**config.mk**
```make
export PLATFORM = sky130hd
export DESIGN_NAME = sync_fifo
export DESIGN_NICKNAME = d
export VERILOG_FILES = /design/src/rtl/sync_fifo.sv
export SDC_FILE = /design/constraint.sdc
export NUM_CORES = 1
export LEC_CHECK = 0
export BUFFER_PORTS_ARGS = -buffer_cell sky130_fd_sc_hd__buf_2
export CORE_UTILIZATION = 25
export DETAILED_ROUTE_END_ITERATION = 16
export GPL_TIMING_DRIVEN = 0
export SLEW_MARGIN = 10
export SYNTH_ARGS = -nofsm -noshare
export SYNTH_HDL_FRONTEND = slang
export SYNTH_SLANG_ARGS = --single-unit
```
**constraint.sdc**
```tcl
create_clock -name i_Clk -period 6.1 [get_ports i_Clk]
set_clock_uncertainty 0.2 [all_clocks]
set_input_delay 1.22 -clock i_Clk [delete_from_list [all_inputs] [get_ports i_Clk]]
set_output_delay 1.22 -clock i_Clk [all_outputs]
set_load 0.02 [all_outputs]
```
**src/rtl/sync_fifo.sv**
```systemverilog
// Single-clock FIFO with fill count, almost-full/almost-empty thresholds, sticky
// overflow/underflow flags and a registered or first-word-fall-through read path.
module sync_fifo #(
  parameter int WIDTH     = 8,
  parameter int DEPTH     = 16,
  parameter int PTR_WIDTH = $clog2(DEPTH),
  parameter int AF_THRESH = DEPTH - 2,
  parameter int AE_THRESH = 2,
  parameter bit FWFT      = 1'b0
) (
  input  logic                 i_Clk,
  input  logic                 i_Rst_n,
  input  logic                 i_W_en,
  input  logic [WIDTH-1:0]     i_Data_In,
  input  logic                 i_R_en,
  input  logic                 i_Clr_flags,
  output logic [WIDTH-1:0]     o_Data_Out,
  output logic                 o_Valid,
  output logic                 o_full,
  output logic                 o_empty,
  output logic                 o_almost_full,
  output logic                 o_almost_empty,
  output logic [PTR_WIDTH:0]   o_count,
  output logic                 o_overflow,
  output logic                 o_underflow
);

  localparam int CW = PTR_WIDTH + 1;
  localparam logic [CW-1:0] PTR_ONE = CW'(1);
  localparam logic [CW-1:0] AF_CNT  = CW'(AF_THRESH);
  localparam logic [CW-1:0] AE_CNT  = CW'(AE_THRESH);

  logic [WIDTH-1:0]     mem [DEPTH];
  logic [CW-1:0]        wptr;
  logic [CW-1:0]        rptr;
  logic [CW-1:0]        count;
  logic [PTR_WIDTH-1:0] waddr;
  logic [PTR_WIDTH-1:0] raddr;
  logic                 wr_acc;
  logic                 rd_acc;
  logic                 ovf_q;
  logic                 unf_q;

  // Pointers carry one extra wrap bit so full and empty are distinguishable.
  assign waddr = wptr[PTR_WIDTH-1:0];
  assign raddr = rptr[PTR_WIDTH-1:0];
  assign count = wptr - rptr;

  assign o_full         = (wptr[PTR_WIDTH] != rptr[PTR_WIDTH]) && (waddr == raddr);
  assign o_empty        = (wptr == rptr);
  assign o_almost_full  = (count >= AF_CNT);
  assign o_almost_empty = (count <= AE_CNT);
  assign o_count        = count;
  assign o_overflow     = ovf_q;
  assign o_underflow    = unf_q;

  assign wr_acc = i_W_en & ~o_full;
  assign rd_acc = i_R_en & ~o_empty;

  always_ff @(posedge i_Clk) begin
    if (!i_Rst_n) begin
      wptr <= '0;
      rptr <= '0;
    end else begin
      if (wr_acc) wptr <= wptr + PTR_ONE;
      if (rd_acc) rptr <= rptr + PTR_ONE;
    end
  end

  // Storage is not reset; a write coinciding with reset is dropped.
  always_ff @(posedge i_Clk) begin
    if (i_Rst_n && wr_acc) mem[waddr] <= i_Data_In;
  end

  always_ff @(posedge i_Clk) begin
    if (!i_Rst_n) begin
      ovf_q <= 1'b0;
      unf_q <= 1'b0;
    end else begin
      if (i_W_en && o_full)    ovf_q <= 1'b1;
      else if (i_Clr_flags)    ovf_q <= 1'b0;
      if (i_R_en && o_empty)   unf_q <= 1'b1;
      else if (i_Clr_flags)    unf_q <= 1'b0;
    end
  end

  generate
    if (FWFT) begin : g_fwft
      assign o_Data_Out = o_empty ? '0 : mem[raddr];
      assign o_Valid    = ~o_empty;
    end else begin : g_reg
      logic [WIDTH-1:0] data_q;
      logic             valid_q;

      always_ff @(posedge i_Clk) begin
        if (!i_Rst_n) begin
          data_q  <= '0;
          valid_q <= 1'b0;
        end else begin
          valid_q <= rd_acc;
          if (rd_acc) data_q <= mem[raddr];
        end
      end

      assign o_Data_Out = data_q;
      assign o_Valid    = valid_q;
    end
  endgenerate

endmodule
```
==> flow_summary_export.csv <==
group,metric,value,unit
timing,hold_slack,337,ps
placement,routabilityCongestion,0.766,
timing,slew-limit-headroom,28.9,%
pwr,ir_drop,0.171,mV
clock_tree,clock_latency,420,ps
cells_and_area,utilization,30.5,%
global_route,gr-total-overflow,0,
routing,vias,3419,
worst_hold_path,hold_start,"wptr[4]",
cells_and_area,n_antenna_cell,0,
pwr,switching_share,26.8,%
cells_and_area,area_delta_synth_final,19.1,%
setup_path,crit_fanout,10,
placement,io_buffers,32,
die,fp.dieH,157,um
clock_tree,clock_sinks,149,
clock_tree,cts_root_buffer,"clkbuf_16",
routing,viasPerCell,4.45,
routing,drc,0,
setup_path,reg2reg_depth,8,
setup_path,crit_arrival,2860,ps
setup_path,criticalPathCategory,"register to output port",
logic_synthesis,ys_seq_area_share,70.6,%
clock_tree,cts_buffers,17,
pwr,powerDensity,348,nW/um^2
placement,hpwl,9000,um
global_route,grt_start_max_net_pins,17,
logic_synthesis,ys_seq_elements,149,
routing,wl_per_cell,16.9,um
timing,finalHoldViolCount,0,
logic_synthesis,synth_cell_types,42,
pwr,design_power_total,0.00251,W
flow_run,drv_cap,0,
global_route,grtUsageTotal,11.1,%
clock_tree,cts.clk_slew.worst_paths,60,ps
global_route,grt_pass1_wl,19600,um
pwr,netSwitchingPower,0.000672,W
timing,min_period,4280,ps
timing,finalMaxSlewViolations,0,
die,start_util,25.6,%
pwr,combPwrFrac,13.8,%
die,num_rows,56,
clock_tree,cts_tree,"done",
logic_synthesis,yosys_most_used_dff,"edfxtp_1",
global_route,grt_antenna_before_repair,0,
timing,worst_pin_slew,1060,ps
setup_path,cp-end-kind,"output port",
die,die_x,157,um
cells_and_area,layout_commonest_cell,"edfxtp_1",
timing,setup_viol,0,
die,die_area,24800,sq um
pwr,internal_power,0.00183,W
logic_synthesis,netlist_instances,385,
logic_synthesis,async_flop_share,0,%
pwr,p_clk_share,40.3,%
logic_synthesis,yosys_warnings,0,
worst_hold_path,hp-class,"register to register",
clock_tree,ctsHoldBuffers,0,
timing,max_freq,234,MHz
routing,wirelength,13000,um
cells_and_area,final_cell_mix,"edfxtp_1, mux2i_1, buf_2",
routing,ant_nets,0,
global_route,first_global_vias,3428,
timing,rsz0062_at_grt,"no",
cells_and_area,nets,459,
routing,dr.pass1.iters,5,
pwr,seqPwrFrac,45.9,%
logic_synthesis,synth.cell_area,6040,sq um
pwr,p_leak,2.32,nW
die,core_area,23600,sq um
timing,fin_crit_sh,70.1,%
setup_path,reg2reg_slack,2460,ps
logic_synthesis,synthesis.nets,408,
timing,tns,0,ps
worst_hold_path,worstHoldEndpoint,"wptr[4]",
setup_path,crit_path_start_kind,"register",
setup_path,reg2reg_to,"mem[2][2]",
setup_path,timing.rr.start,"rptr[3]",
clock_tree,post-cts-setup-buffers,0,
logic_synthesis,synth_enable_flop_cells,128,
worst_hold_path,hold_depth,2,
logic_synthesis,syn_avg_cell_area,15.7,sq um
routing,drtIter0Drc,338,
die,io_pins,33,
clock_tree,cts_buffer_depth,2,
status,status,"complete, no violations",
clock_tree,cts_resized,0,
setup_path,worstPathRequired,4680,ps
clock_tree,htreeDepth,4,
cells_and_area,drive_above_1_share,20.0,%
[layer usage]
metal / track usage (%) / wire length, um / share of wire (%)
met5: 0 / 0 / 0
met4: 3.51 / 129 / 0.99
met3: 3.44 / 945 / 7.3
met2: 17.0 / 5930 / 46
met1: 14.9 / 5990 / 46
[state kept, by name (all words and copies together), names as in the netlist]
signal       count
o_overflow       1
wptr             5
rptr             5
o_underflow      1
o_Data_Out       8
o_Valid          1
mem            128
[worst max-delay path, stage by stage (launching register included)]
cell	delay (ps)
dfxtp_1	470
buf_4	290
buf_6	210
inv_1	100
ha_1	280
nor2b_1	130
o21a_1	160
or3_1	340
a211oi_1	250
buf_2	200
[logic make-up after synthesis]
group | after synthesis | synth area share [%]
and+or+nand+nor | 64 | 5.20
AOI/OAI and AO/OA | 66 | 6.81
DFF | 149 | 70.6
buffers and inverters | 28 | 2.34
xor gates and xnor gates | 9 | 1.43
muxes | 59 | 11.4
adders and majority gates | 10 | 2.20
[power groups by stage]
stage	clock network, W	logic, W	registers, W
global placement	0	0.000339	0.00117
finish	0.00101	0.000345	0.00115
floorplan	0	0.000217	0.00118
global route	0.00107	0.000373	0.00115
detailed placement	0	0.000347	0.00117
CTS	0.00103	0.000348	0.00115
[metrics by stage]
stage / cell area, sq um / worst slack [ps] / cells
floorplan: 6040 / 2270 / 385
global placement: 6600 / 2290 / 736
detailed placement: 6600 / 2220 / 736
CTS: 7190 / 1760 / 768
global route: 7190 / 1630 / 768
finish: 7190 / 1820 / 768
[cell type report]
class,instances,area [sq um]
Clock buffer,17,425
Tap cell,319,399
Clock inverter,15,161
Multi-Input combinational cell,208,1640
Timing Repair Buffer,32,160
Sequential cell,149,4260
Fill cell,2363,16400
Buffer,19,108
Inverter,9,33.8
[how the worst max path moves through the flow]
| stage | depth (start not counted) | end | from | slack (ps) |
|---|---|---|---|---|
| final | 9 | o_almost_empty | rptr[1] | 1820 |
| after detailed placement | 9 | o_almost_empty | rptr[1] | 2220 |
| after CTS | 9 | o_almost_empty | rptr[1] | 1760 |
| after floorplan | 8 | o_almost_empty | rptr[1] | 2270 |
| after global routing | 9 | o_almost_empty | rptr[1] | 1630 |
| after global placement | 9 | o_almost_empty | rptr[1] | 2290 |
[cell usage after synthesis, drive strengths merged, types with 6 or more instances]
library cell | number | share of area [%]
inv | 9 | 0.56
o22ai | 16 | 1.7
edfxtp | 128 | 64
mux2i | 51 | 8.5
ha | 9 | 1.9
a21oi | 12 | 0.99
nor3 | 13 | 1.2
mux4 | 8 | 3.0
o21ai | 19 | 1.6
a221oi | 8 | 1.2
nor2 | 26 | 1.6
dfxtp | 21 | 7.0
nand3 | 6 | 0.50
buf | 14 | 1.4
No activity file was read; power rests on OpenSTA's default activity.
